===== config.mk =====
export PLATFORM = sky130hd
export DESIGN_NAME = pipeline_stage_ctrl
export DESIGN_NICKNAME = d
export VERILOG_FILES = /design/src/rtl/rv32_pkg.sv /design/src/rtl/pipeline_stage_ctrl_stall_watchdog.sv /design/src/rtl/pipeline_stage_ctrl.sv
export SDC_FILE = /design/constraint.sdc
export NUM_CORES = 1
export LEC_CHECK = 0
export BUFFER_PORTS_ARGS = -buffer_cell sky130_fd_sc_hd__buf_2
export CORE_MARGIN = 1.5
export CORE_UTILIZATION = 45
export DETAILED_ROUTE_END_ITERATION = 7
export GPL_TIMING_DRIVEN = 0
export PLACE_DENSITY = 0.84
export SETUP_SLACK_MARGIN = 0.02
export SYNTH_ARGS = -nofsm -noshare
export SYNTH_HDL_FRONTEND = slang
export SYNTH_SLANG_ARGS = --single-unit

===== constraint.sdc =====
create_clock -name clk -period 2.6 [get_ports clk]
set_input_delay 0.52 -clock clk [delete_from_list [all_inputs] [get_ports clk]]
set_output_delay 0.52 -clock clk [all_outputs]
set_load 0.01 [all_outputs]

===== src/rtl/rv32_pkg.sv =====
// Shared RV32 pipeline constants and payload types used by the stage-control slice.
package rv32_pkg;

  localparam int unsigned XLEN_DEF   = 32;
  localparam int unsigned INSTR_W    = 32;
  localparam int unsigned REG_ADDR_W = 5;

  localparam logic [INSTR_W-1:0]  RV32_NOP      = 32'h0000_0013;
  localparam logic [XLEN_DEF-1:0] RV32_RESET_PC = 32'h0000_0000;

  typedef logic [REG_ADDR_W-1:0] regAddr_t;

  // Control payload carried by the DE/EX register.
  typedef struct packed {
    regAddr_t rd_addr;
    logic     rd_we;
    logic     mem_we;
    logic     valid;
  } de_ex_t;

  localparam de_ex_t DE_EX_BUBBLE = '{rd_addr: '0, rd_we: 1'b0, mem_we: 1'b0, valid: 1'b0};

endpackage


===== src/rtl/pipeline_stage_ctrl_stall_watchdog.sv =====
// Consecutive-stall counter with a sticky flag raised when the count saturates.
module stall_watchdog #(
  parameter int unsigned STALL_CNT_W = 4
) (
  input  logic clk,
  input  logic rst_n,
  input  logic stall,
  input  logic clear,
  output logic fired
);

  localparam logic [STALL_CNT_W-1:0] CNT_MAX = '1;

  logic [STALL_CNT_W-1:0] cnt_q;
  logic [STALL_CNT_W-1:0] cnt_d;
  logic                   fired_d;

  // Count only uninterrupted stalls; a redirect or a free cycle restarts the run.
  always_comb begin
    cnt_d   = '0;
    fired_d = fired;
    if (stall && !clear) begin
      cnt_d = (cnt_q == CNT_MAX) ? CNT_MAX : cnt_q + STALL_CNT_W'(1);
    end
    if (cnt_d == CNT_MAX) begin
      fired_d = 1'b1;
    end
  end

  always_ff @(posedge clk or negedge rst_n) begin
    if (!rst_n) begin
      cnt_q <= '0;
      fired <= 1'b0;
    end else begin
      cnt_q <= cnt_d;
      fired <= fired_d;
    end
  end

endmodule


===== src/rtl/pipeline_stage_ctrl.sv =====
// IF/DE and DE/EX register control: applies hazard-unit stalls/flushes and branch squashes,
// owns the stage valid bits and the stall watchdog.
module pipeline_stage_ctrl
  import rv32_pkg::*;
#(
  parameter int unsigned            XLEN        = 32,
  parameter logic [XLEN-1:0]        RESET_PC    = XLEN'(RV32_RESET_PC),
  parameter logic [INSTR_W-1:0]     NOP_INSTR   = RV32_NOP,
  parameter int unsigned            STALL_CNT_W = 4
) (
  input  logic               clk,
  input  logic               rst_n,
  input  logic               stallIFDE,
  input  logic               flushEX,
  input  logic               branchTakenEX,
  input  logic [INSTR_W-1:0] instrIF,
  input  logic [XLEN-1:0]    pcIF,
  input  logic               validIF,
  input  regAddr_t           rdAddrDE,
  input  logic               rdWriteEnDE,
  input  logic               memWriteEnDE,
  output logic               pcEnIF,
  output logic [INSTR_W-1:0] instrDE,
  output logic [XLEN-1:0]    pcDE,
  output logic               validDE,
  output regAddr_t           rdAddrEX,
  output logic               rdWriteEnEX,
  output logic               memWriteEnEX,
  output logic               validEX,
  output logic               stallWatchdog
);

  de_ex_t de_ex_q;
  de_ex_t de_ex_d;
  logic   bubble_ex;

  // A redirect must always advance fetch, even when the hazard unit asks for a hold.
  assign pcEnIF = ~stallIFDE | branchTakenEX;

  // IF/DE: squash beats hold beats load; pcDE is left alone on a squash.
  always_ff @(posedge clk or negedge rst_n) begin
    if (!rst_n) begin
      instrDE <= NOP_INSTR;
      pcDE    <= RESET_PC;
      validDE <= 1'b0;
    end else if (branchTakenEX) begin
      instrDE <= NOP_INSTR;
      validDE <= 1'b0;
    end else if (!stallIFDE) begin
      instrDE <= instrIF;
      pcDE    <= pcIF;
      validDE <= validIF;
    end
  end

  // DE/EX: bubble on squash, flush or an empty decode slot; stall alone does not bubble.
  assign bubble_ex = branchTakenEX | flushEX | ~validDE;

  always_comb begin
    de_ex_d = DE_EX_BUBBLE;
    if (!bubble_ex) begin
      de_ex_d.rd_addr = rdAddrDE;
      de_ex_d.rd_we   = rdWriteEnDE;
      de_ex_d.mem_we  = memWriteEnDE;
      de_ex_d.valid   = 1'b1;
    end
  end

  always_ff @(posedge clk or negedge rst_n) begin
    if (!rst_n) begin
      de_ex_q <= DE_EX_BUBBLE;
    end else begin
      de_ex_q <= de_ex_d;
    end
  end

  assign rdAddrEX     = de_ex_q.rd_addr;
  assign rdWriteEnEX  = de_ex_q.rd_we;
  assign memWriteEnEX = de_ex_q.mem_we;
  assign validEX      = de_ex_q.valid;

  stall_watchdog #(
    .STALL_CNT_W (STALL_CNT_W)
  ) u_stall_watchdog (
    .clk   (clk),
    .rst_n (rst_n),
    .stall (stallIFDE),
    .clear (branchTakenEX),
    .fired (stallWatchdog)
  );

endmodule

==> results of run 1 <==
cells in the mapped netlist:
| cell type | instances | area share, % |
|---|---|---|
| a21oi_1 | 2 | 0.33 |
| nand2b_1 | 1 | 0.21 |
| inv_1 | 2 | 0.25 |
| buf_6 | 6 | 2.2 |
| nor3_1 | 2 | 0.33 |
| a31o_2 | 1 | 0.29 |
| buf_4 | 2 | 0.49 |
| mux2i_1 | 30 | 9.9 |
| maj3_1 | 1 | 0.33 |
| dfstp_2 | 3 | 2.6 |
| nand3_1 | 2 | 0.33 |
| dfrtp_1 | 75 | 62 |
| nor2b_1 | 4 | 0.82 |
| nor2_1 | 32 | 3.9 |
| nor2_4 | 1 | 0.37 |
| nor3b_1 | 1 | 0.25 |
| mux2_1 | 10 | 3.7 |
| nor3b_2 | 1 | 0.41 |
| ha_1 | 1 | 0.41 |
| a211o_1 | 3 | 0.86 |
| clkbuf_1 | 3 | 0.37 |
| nand2_1 | 1 | 0.12 |
| and2_1 | 7 | 1.4 |
| mux2_2 | 22 | 8.1 |
| a31oi_1 | 1 | 0.21 |
routing by layer:
metal | vias up | global-route usage [%] | share of wire (%)
li1 | 1048 | - | -
met1 | 1022 | 21.6 | 42
met2 | 96 | 29.7 | 49
met3 | 9 | 5.64 | 8.0
met4 | 0 | 8.20 | 1.8
met5 | - | 0 | 0
report_power, final:
group          leakage (nW)  switching (mW)  internal, mW
Combinational          1.14           0.206         0.215
Clock                 0.102           0.404         0.458
Sequential            0.985          0.0483          1.32
Total                  2.23           0.658          1.99
state kept, by name, indices dropped and copies added, names as in the netlist:
| register | flops |
|---|---|
| instrDE | 32 |
| memWriteEnEX | 1 |
| pcDE | 32 |
| rdAddrEX | 5 |
| rdWriteEnEX | 1 |
| u_stall_watchdog.cnt_q | 4 |
| u_stall_watchdog.fired | 1 |
| validDE | 1 |
| validEX | 1 |
worst max-delay path, delay by kind of cell:
| kind | cells | cell delay [ns] |
|---|---|---|
| buffers and inverters | 3 | 0.47 |
| and+or+nand+nor | 1 | 0.19 |
stage by stage:
step	worst slack, ns	total power, mW	utilization, %	cells	hold WS, ns
final	0.882	2.65	63.9	457	0.0313
after detailed placement	0.872	1.82	61.0	442	0.395
after global routing	0.793	2.78	63.9	457	0.0249
after floorplan	1.08	1.60	-	214	0.224
after global placement	0.548	1.80	60.5	441	0.449
after CTS	0.868	2.69	63.9	457	0.0253
kinds of logic (layout without fill, tap and decap cells):
| family | after synthesis | after routing |
|---|---|---|
| AOI/OAI and AO/OA | 7 | 7 |
| muxes | 62 | 62 |
| DFF | 78 | 78 |
| and+or+nand+nor | 52 | 52 |
| adders and majority gates | 2 | 2 |
| buffers and inverters | 13 | 179 |
how the worst max path moves through the flow:
stage,cells after the start,to
2_1_floorplan,4,u_stall_watchdog.fired
3_3_place_gp,1,pcDE[14]
3_5_place_dp,4,pcEnIF
4_1_cts,4,pcEnIF
5_1_grt,4,pcEnIF
6_report,4,pcEnIF
layout make-up:
cell class	count	area [um^2]	share of cell area, %
multi-input combinational	123	985	24.0
timing repair buffer	151	781	19.0
clock inverter	5	50.0	1.22
sequential	78	1960	47.6
buffer	11	93.8	2.29
clock buffer	10	138	3.35
tap	77	96.3	2.35
inverter	2	7.51	0.183
==> results.txt, run 1 <==
complex-gate fraction of the synthesized area = 1.69%
synthesis-to-layout area growth = 35.0%
number of setup violations in the final report = 0
n_diodes = 0
Clock Tree Buf Depth = 2
RR Startpoint = u_stall_watchdog.cnt_q[0]
crit path DAT = 1.20 ns
Setup Skew = 0.0130 ns
Tot GR Track Use = 18.0%
main combinational cell family by area after synthesis = multiplexers
post-synthesis mux area share = 21.7%
Die Wd = 85.2 um
1st-iter DRT viols = 83
final worst path period need = 1.72 ns
postcts setup bufs = 0
mapped cell area = 3040 um^2
CTS tree = done
status = finished, violations left
setup_tns = 0 ns
fmax = 0.582 GHz
Initial Util = 47.4%
DR pass1 iterations = 6
fin. max-slew vios = 0
Simple-Gate Fraction of Synth Area = 8.23%
DR vias = 2175
Critical Path RT = 2.08 ns
crit end category = primary output
DP HPWL = 4740 um
Register-to-Register Path Depth = 4
antenna violations before repair = 0
grt ovf = 0
number of fill cells in the layout = 523
Inserted Clock Buffers = 9
CTS Sinks = 78
Most common cell on crit path = buf_2
Worst R2R Setup Slack = 1.05 ns
Placed Area = 3920 um^2
routed len/inst = 13.6 um
count of input and output buffers = 150
Mapped Cells = 214
crit-path max FO = 10
final hold violations = 0
Worst path max stage delay = 0.19 ns
CP Launch Type = primary input
Routed Wire Length = 6210 um
Core Area = 6420 um^2
sequential share of the synthesized area = 64.3%
clock slew at reported path FFs = 0.08 ns
Clk Latency, worst-skew pair = 0.33 ns
Cell Pwr Density = 646 nW/um^2
Warnings, synthesis = 0
num rows = 29
CP Launch Point = stallIFDE
layout cells sized above 1 = 53.2%
peak supply drop = 0.287 mV
DR DRC count = 11
routability congestion estimate = 0.782
Rel. slew slack = 69.5%
RSZ-0062 raised after global routing = false
CP cell instances = buf_2, buf_4, nand2b_1, buf_2
r2r endpoint = u_stall_watchdog.fired
hold buffers post-CTS = 0
Period Utilization, post-route = 66.1%
global-route wire length before repair = 10100 um
post-synthesis xor/xnor area fraction = 0%
post-CTS resize count = 0
leakage = 2.23 nW
chip height = 85.2 um
critical path's slowest cell = nand2b_1
vias per cell = 4.76
flops & latches, synth = 78
Final #Nets = 454
Die Area = 7260 um^2
Hold Crit Class = in2async
most frequent cells in the layout = buf_2 (149), dfrtp_1 (75), nor2_1 (32), mux2i_1 (30), mux2_2 (22)
Detail Route Antenna Nets = 0
largest net degree at the start of global routing = 66
Max H-tree Level = 3
Synth Area per Inst = 14.2 um^2
crit path kind = in2out
vias in the first global route = 2230
failing checks = design-rule violations
most common cell after layout, fill and taps aside = buf_2
post-layout instance area = 4110 um^2
Slew @ Worst Pin = 0.458 ns
Distinct cells, synth = 25
syn_nets = 292
clk root buf = clkbuf_8
I/O Pins = 152
Post-Synth Adder-Cell Area = 0.740%
maxcap violations = 0
Power figures use the tool's default switching activity.
==> run 2: changes to the inputs <==
CORE_UTILIZATION = 41   (was 45)
PLACE_DENSITY = 0.81   (was 0.84)
clock period = 1.4 ns   (was 2.6 ns; I/O delays follow)
==> results.txt, run 2 (synthesis results as in run 1) <==
status = finished, violations left
failing checks = negative setup slack
routed len/inst = 13.3 um (-2.4%)
Clk Latency, worst-skew pair = 0.33 ns (about the same)
crit end category = flop
Period Utilization, post-route = 102%
Cell Pwr Density = 1220 nW/um^2 (+89%)
maxcap violations = 0 (unchanged)
global-route wire length before repair = 9810 um (-3.3%)
routability congestion estimate = 0.691 (-12%)
Max H-tree Level = 3 (unchanged)
CTS tree = done
clk root buf = clkbuf_8
1st-iter DRT viols = 40 (-52%)
Tot GR Track Use = 16.4% (-1.6 points)
n_diodes = 0 (unchanged)
Inserted Clock Buffers = 9 (unchanged)
vias in the first global route = 2113 (-5.2%)
post-route insts no fill = 481 (+5.3%)
crit-path max FO = 2 (-8)
Slew @ Worst Pin = 0.475 ns (+0.0177 ns)
largest net degree at the start of global routing = 44 (-33%)
Initial Util = 42.2% (-5.2 points)
number of setup violations in the final report = 1 (+1)
leakage = 2.25 nW (+0.85%)
Worst Path Buf+Inv = 0 (-3)
final worst path period need = 1.43 ns
vias per cell = 4.67 (-1.8%)
fin. max-slew vios = 0 (unchanged)
setup ws final = -0.0346 ns (-0.917 ns)
Detail Route Antenna Nets = 0 (unchanged)
I/O Pins = 152 (unchanged)
Final #Nets = 457 (+0.66%)
DR vias = 2248 (+3.4%)
fmax = 0.697 GHz
Setup Skew = 0.00659 ns (-0.00636 ns)
CTS Sinks = 78 (unchanged)
num rows = 31 (+6.9%)
CP Launch Type = flop
delay-heaviest family, CP = adder cells
critical path's slowest cell = dfrtp_1
crit path kind = reg2reg
WHS = 0.144 ns (+0.113 ns)
antenna violations before repair = 0 (unchanged)
most common cell after layout, fill and taps aside = buf_2
DP HPWL = 4850 um (+2.2%)
Routed Wire Length = 6380 um (+2.7%)
clock slew at reported path FFs = 0.08 ns (about the same)
crit path DAT = 1.67 ns (+0.47 ns)
final hold violations = 0 (unchanged)
Die Wd = 89.1 um (+4.6%)
count of input and output buffers = 150 (unchanged)
DR DRC count = 0 (-11)
Rel. slew slack = 68.3% (-1.2 points)
Critical Path RT = 1.63 ns (-0.45 ns)
most frequent cells in the layout = buf_2 (149), dfrtp_1 (75), nor2_1 (32), mux2i_1 (30), mux2_2 (22)
layout cells sized above 1 = 53.4% (+0.25 points)
Clock Tree Buf Depth = 2 (unchanged)
Setup WS pre-CTS = -0.0733 ns (-0.945 ns)
Core Area = 7210 um^2 (+12%)
total placed cells including tap cells = 464 (+5.0%)
RSZ-0062 raised after global routing = true
Final Util = 58.0% (-5.9 points)
DR pass1 iterations = 4 (-2)
Hold Crit Class = in2reg
synthesis-to-layout area growth = 37.6%
CP cell instances = ha_1, nor2b_1, maj3_2, a31o_4
Worst path max stage delay = 0.38 ns (+0.19 ns)
grt ovf = 0 (unchanged)
chip height = 89.1 um (+4.6%)
total power = 5.12 mW (+93%)
number of fill cells in the layout = 631 (+21%)
Die Area = 7940 um^2 (+9.4%)
peak supply drop = 0.542 mV (+89%)
==> run 2: worst register-to-register path, cell delays in order (launching register included) <==
cell     delay, ns
dfrtp_1       0.38
ha_1          0.30
nor2b_1       0.14
maj3_2        0.30
a31o_4        0.22
==> run 2: power breakdown <==
part	internal [mW]	switching, mW
Sequential	2.45	0.0913
Combinational	0.402	0.384
Clock	1.03	0.756
==> run 2: cell type report <==
type | instances | area [um^2] | area share (%)
timing repair buffer | 154 | 798 | 19.1
buffer | 11 | 93.8 | 2.24
inverter | 2 | 7.51 | 0.179
clock buffer | 10 | 138 | 3.29
clock inverter | 4 | 72.6 | 1.73
sequential | 78 | 1960 | 46.7
tap | 99 | 124 | 2.96
multi-input combinational | 123 | 995 | 23.8
==> run 2: timing repair <==
item	4_1_cts	5_1_grt
hold buffers	1	0
buffers inserted	2	0
gates resized for setup	0	1
hold endpoints to repair	34	0
pin swaps	1	0
gates cloned	0	0
setup endpoints to repair	1	1
==> run 2: layer usage <==
layer / global-route usage (%) / wire length, um
met1: 19.3 / 2700
met5: 0 / 0
met3: 5.17 / 503
met4: 7.55 / 85
met2: 27.4 / 3100
==> run 2: path summary, 6_finish.rpt <==
kind	startpoint	to	slack, ns	cells past startpoint
min in group asynchronous	rst_n	pcDE[2]	0.44	2
hold reg to reg	pcDE[4]	pcDE[4]	0.48	1
hold / removal	flushEX	validEX	0.14	2
setup / recovery	u_stall_watchdog.cnt_q[0]	u_stall_watchdog.fired	-0.03	4
max in group asynchronous	rst_n	instrDE[1]	0.33	3
setup reg to reg	u_stall_watchdog.cnt_q[0]	u_stall_watchdog.fired	-0.03	4
==> run 2: per-stage QoR <==
stage / setup TNS, ns / area (um^2)
finish: -0.0346 / 4180
floorplan: -0.0195 / 3040
global route: -0.0795 / 4180
detailed placement: -0.0733 / 3940
global placement: -32.01 / 3920
CTS: -0.0352 / 4180
==> run 3: changes to the inputs <==
ABC_AREA = 1   (was unset)
CORE_UTILIZATION = 40   (was 41)
PLACE_DENSITY = 0.8   (was 0.81)
==> results.txt, run 3 <==
RSZ-0062 raised after global routing = false
global-route wire length before repair = 10900 um (+11%)
clock slew at reported path FFs = 0.08 ns (about the same)
maxcap violations = 0 (unchanged)
number of fill cells in the layout = 646 (+2.4%)
final worst path period need = 1.27 ns (-0.161 ns)
CP cell instances = buf_2
Post-synth EDFFs = 0 (unchanged)
delay-heaviest family, CP = flip-flops
Routed Wire Length = 6820 um (+7.0%)
Core Area = 6870 um^2 (-4.8%)
post-route insts no fill = 531 (+10%)
Inserted Clock Buffers = 9 (unchanged)
count of input and output buffers = 151 (+0.67%)
Die Wd = 88.0 um (-1.3%)
Cell Pwr Density = 1210 nW/um^2 (-1.1%)
synthesis-to-layout area growth = 38.4%
Yosys top cell by area = dfrtp_1
grt ovf = 0 (unchanged)
DP HPWL = 5210 um (+7.4%)
layout cells sized above 1 = 43.2% (-10 points)
final hold violations = 0 (unchanged)
Mapped Cells = 266 (+24%)
Critical Path RT = 1.12 ns (-0.51 ns)
total power = 4.83 mW (-5.6%)
mapped cell area = 2890 um^2 (-5.1%)
Worst Path Buf+Inv = 1 (+1)
leakage = 2.34 nW (+4.1%)
Max H-tree Level = 3 (unchanged)
CP Launch Type = flop
main combinational cell family by area after synthesis = simple AND/OR/NAND/NOR gates
Die Area = 7740 um^2 (-2.6%)
Final #Nets = 508 (+11%)
clk root buf = clkbuf_8
crit end category = primary output
largest net degree at the start of global routing = 47 (+6.8%)
crit path kind = reg2out
Setup Skew = 0.00860 ns (+0.00201 ns)
I/O Pins = 152 (unchanged)
Tot GR Track Use = 18.8% (+2.4 points)
routed len/inst = 12.9 um (-3.1%)
postcts setup bufs = 0 (-2)
Distinct cells, synth = 18 (-28%)
prevailing post-synth register cell = dfrtp_1
antenna violations before repair = 0 (unchanged)
Initial Util = 42.0% (-0.14 points)
sequential share of the synthesized area = 67.8% (+3.5 points)
DR pass1 iterations = 4 (unchanged)
Slew @ Worst Pin = 0.433 ns (-0.0422 ns)
Clk Latency, worst-skew pair = 0.34 ns (about the same)
CTS tree = done
fmax = 0.785 GHz (+13%)
Final Util = 58.1% (+0.15 points)
number of setup violations in the final report = 0 (-1)
1st-iter DRT viols = 66 (+65%)
CTS Sinks = 78 (unchanged)
most frequent cells in the layout = buf_2 (161), nand2_1 (105), dfrtp_1 (75), a22o_1 (29), inv_1 (15)
routability congestion estimate = 0.768 (+11%)
Yosys top cell area share = 65.0% (+3.3 points)
DR vias = 2404 (+6.9%)
critical path's slowest cell = dfstp_2
post-synthesis mux area share = 0% (-22 points)
Synth Area per Inst = 10.9 um^2 (-24%)
Synth top cells by count = nand2_1 (105), dfrtp_1 (75), a22o_1 (29)
Post-Synth Adder-Cell Area = 0.433% (-0.31 points)
post-synthesis xor/xnor area fraction = 0% (unchanged)
share of flip-flops with an asynchronous set or reset = 100% (unchanged)
Hold Crit Class = in2reg
post-CTS resize count = 0 (unchanged)
chip height = 88.0 um (-1.3%)
flops & latches, synth = 78 (unchanged)
Period Utilization, post-route = 91.0% (-11 points)
Rel. slew slack = 71.1% (+2.8 points)
complex-gate fraction of the synthesized area = 10.4% (+8.7 points)
most common cell after layout, fill and taps aside = buf_2
Detail Route Antenna Nets = 0 (unchanged)
syn_nets = 344 (+18%)
vias per cell = 4.53 (-3.1%)
Simple-Gate Fraction of Synth Area = 16.8% (+8.5 points)
n_diodes = 0 (unchanged)
Worst path max stage delay = 0.53 ns (+0.15 ns)
Clock Tree Buf Depth = 2 (unchanged)
status = finished clean
Area contributors post-synth = dfrtp_1 (65%), nand2_1 (14%), a22o_1 (8.8%)
num rows = 30 (-3.2%)
fin. max-slew vios = 0 (unchanged)
crit path DAT = 0.99 ns (-0.68 ns)
total placed cells including tap cells = 514 (+11%)
peak supply drop = 0.633 mV (+17%)
Warnings, synthesis = 0 (unchanged)
crit-path max FO = 2 (unchanged)
vias in the first global route = 2356 (+12%)
DR DRC count = 0 (unchanged)
most common cell in the netlist = nand2_1
run 3: cell count changes after synthesis, moves of 10 or more:
cell and change:
nand2_1 +104, a22o_1 +29, mux2i_1 -30, mux2_1 -10, mux2_2 -22, buf_2 +11, nor2_1 -24, inv_1 +13
run 3: area by class of cell:
cell class	count	area, um^2	share of cell area [%]
repair buffers	153	796	19.9
multi-input cells	158	797	20.0
clock inverters	5	50.0	1.25
flip-flops and latches	78	1960	49.0
inverters	18	67.6	1.69
well taps	96	120	3.01
plain buffers	12	66.3	1.66
clock buffers	11	141	3.54
run 3: layer usage:
layer / share of wire (%) / GRT usage, %
met1: 42 / 22.8
met2: 50 / 31.2
met3: 7.3 / 6.97
met4: 0.76 / 5.48
met5: 0 / 0
run 3: cell families (layout without fill, tap and decap cells):
group,after synthesis,count (layout)
buf+inv,30,199
simple gates,121,121
compound gates,36,36
fa+ha+maj,1,1
flops,78,78
run 3: final timing paths:
| check | depth (start not counted) | to | start | slack [ns] |
|---|---|---|---|---|
| max | 1 | instrDE[0] | instrDE[0] | 0.13 |
| min | 2 | validEX | flushEX | 0.13 |
| max reg2reg | 7 | u_stall_watchdog.fired | u_stall_watchdog.cnt_q[0] | 0.20 |
| min reg2reg | 2 | pcDE[12] | pcDE[12] | 0.47 |
| max in group asynchronous | 3 | instrDE[1] | rst_n | 0.37 |
| min in group asynchronous | 2 | instrDE[20] | rst_n | 0.41 |
run 3: where the power goes:
group	internal [mW]	switching [mW]	total (mW)
Combinational	0.311	0.382	0.693
Sequential	2.43	0.0882	2.52
Clock	0.861	0.757	1.62
Total	3.60	1.23	4.83
run 3: per-stage QoR:
| step | cell area (um^2) | setup WS, ns | setup TNS [ns] | hold slack (ns) |
|---|---|---|---|---|
| finish | 3990 | 0.126 | 0 | 0.131 |
| global route | 3990 | 0.0504 | 0 | 0.122 |
| CTS | 3990 | 0.109 | 0 | 0.125 |
| detailed placement | 3790 | 0.120 | 0 | 0.255 |
| global placement | 3760 | -0.402 | -30.07 | 0.450 |
| floorplan | 2890 | 0.326 | 0 | -0.0156 |
run 3: repair_timing:
| action | 4_1_cts | 5_1_grt |
|---|---|---|
| hold buffers | 1 | 0 |
| hold endpoints to repair | 32 | 0 |
| setup endpoints to repair | 0 | 0 |
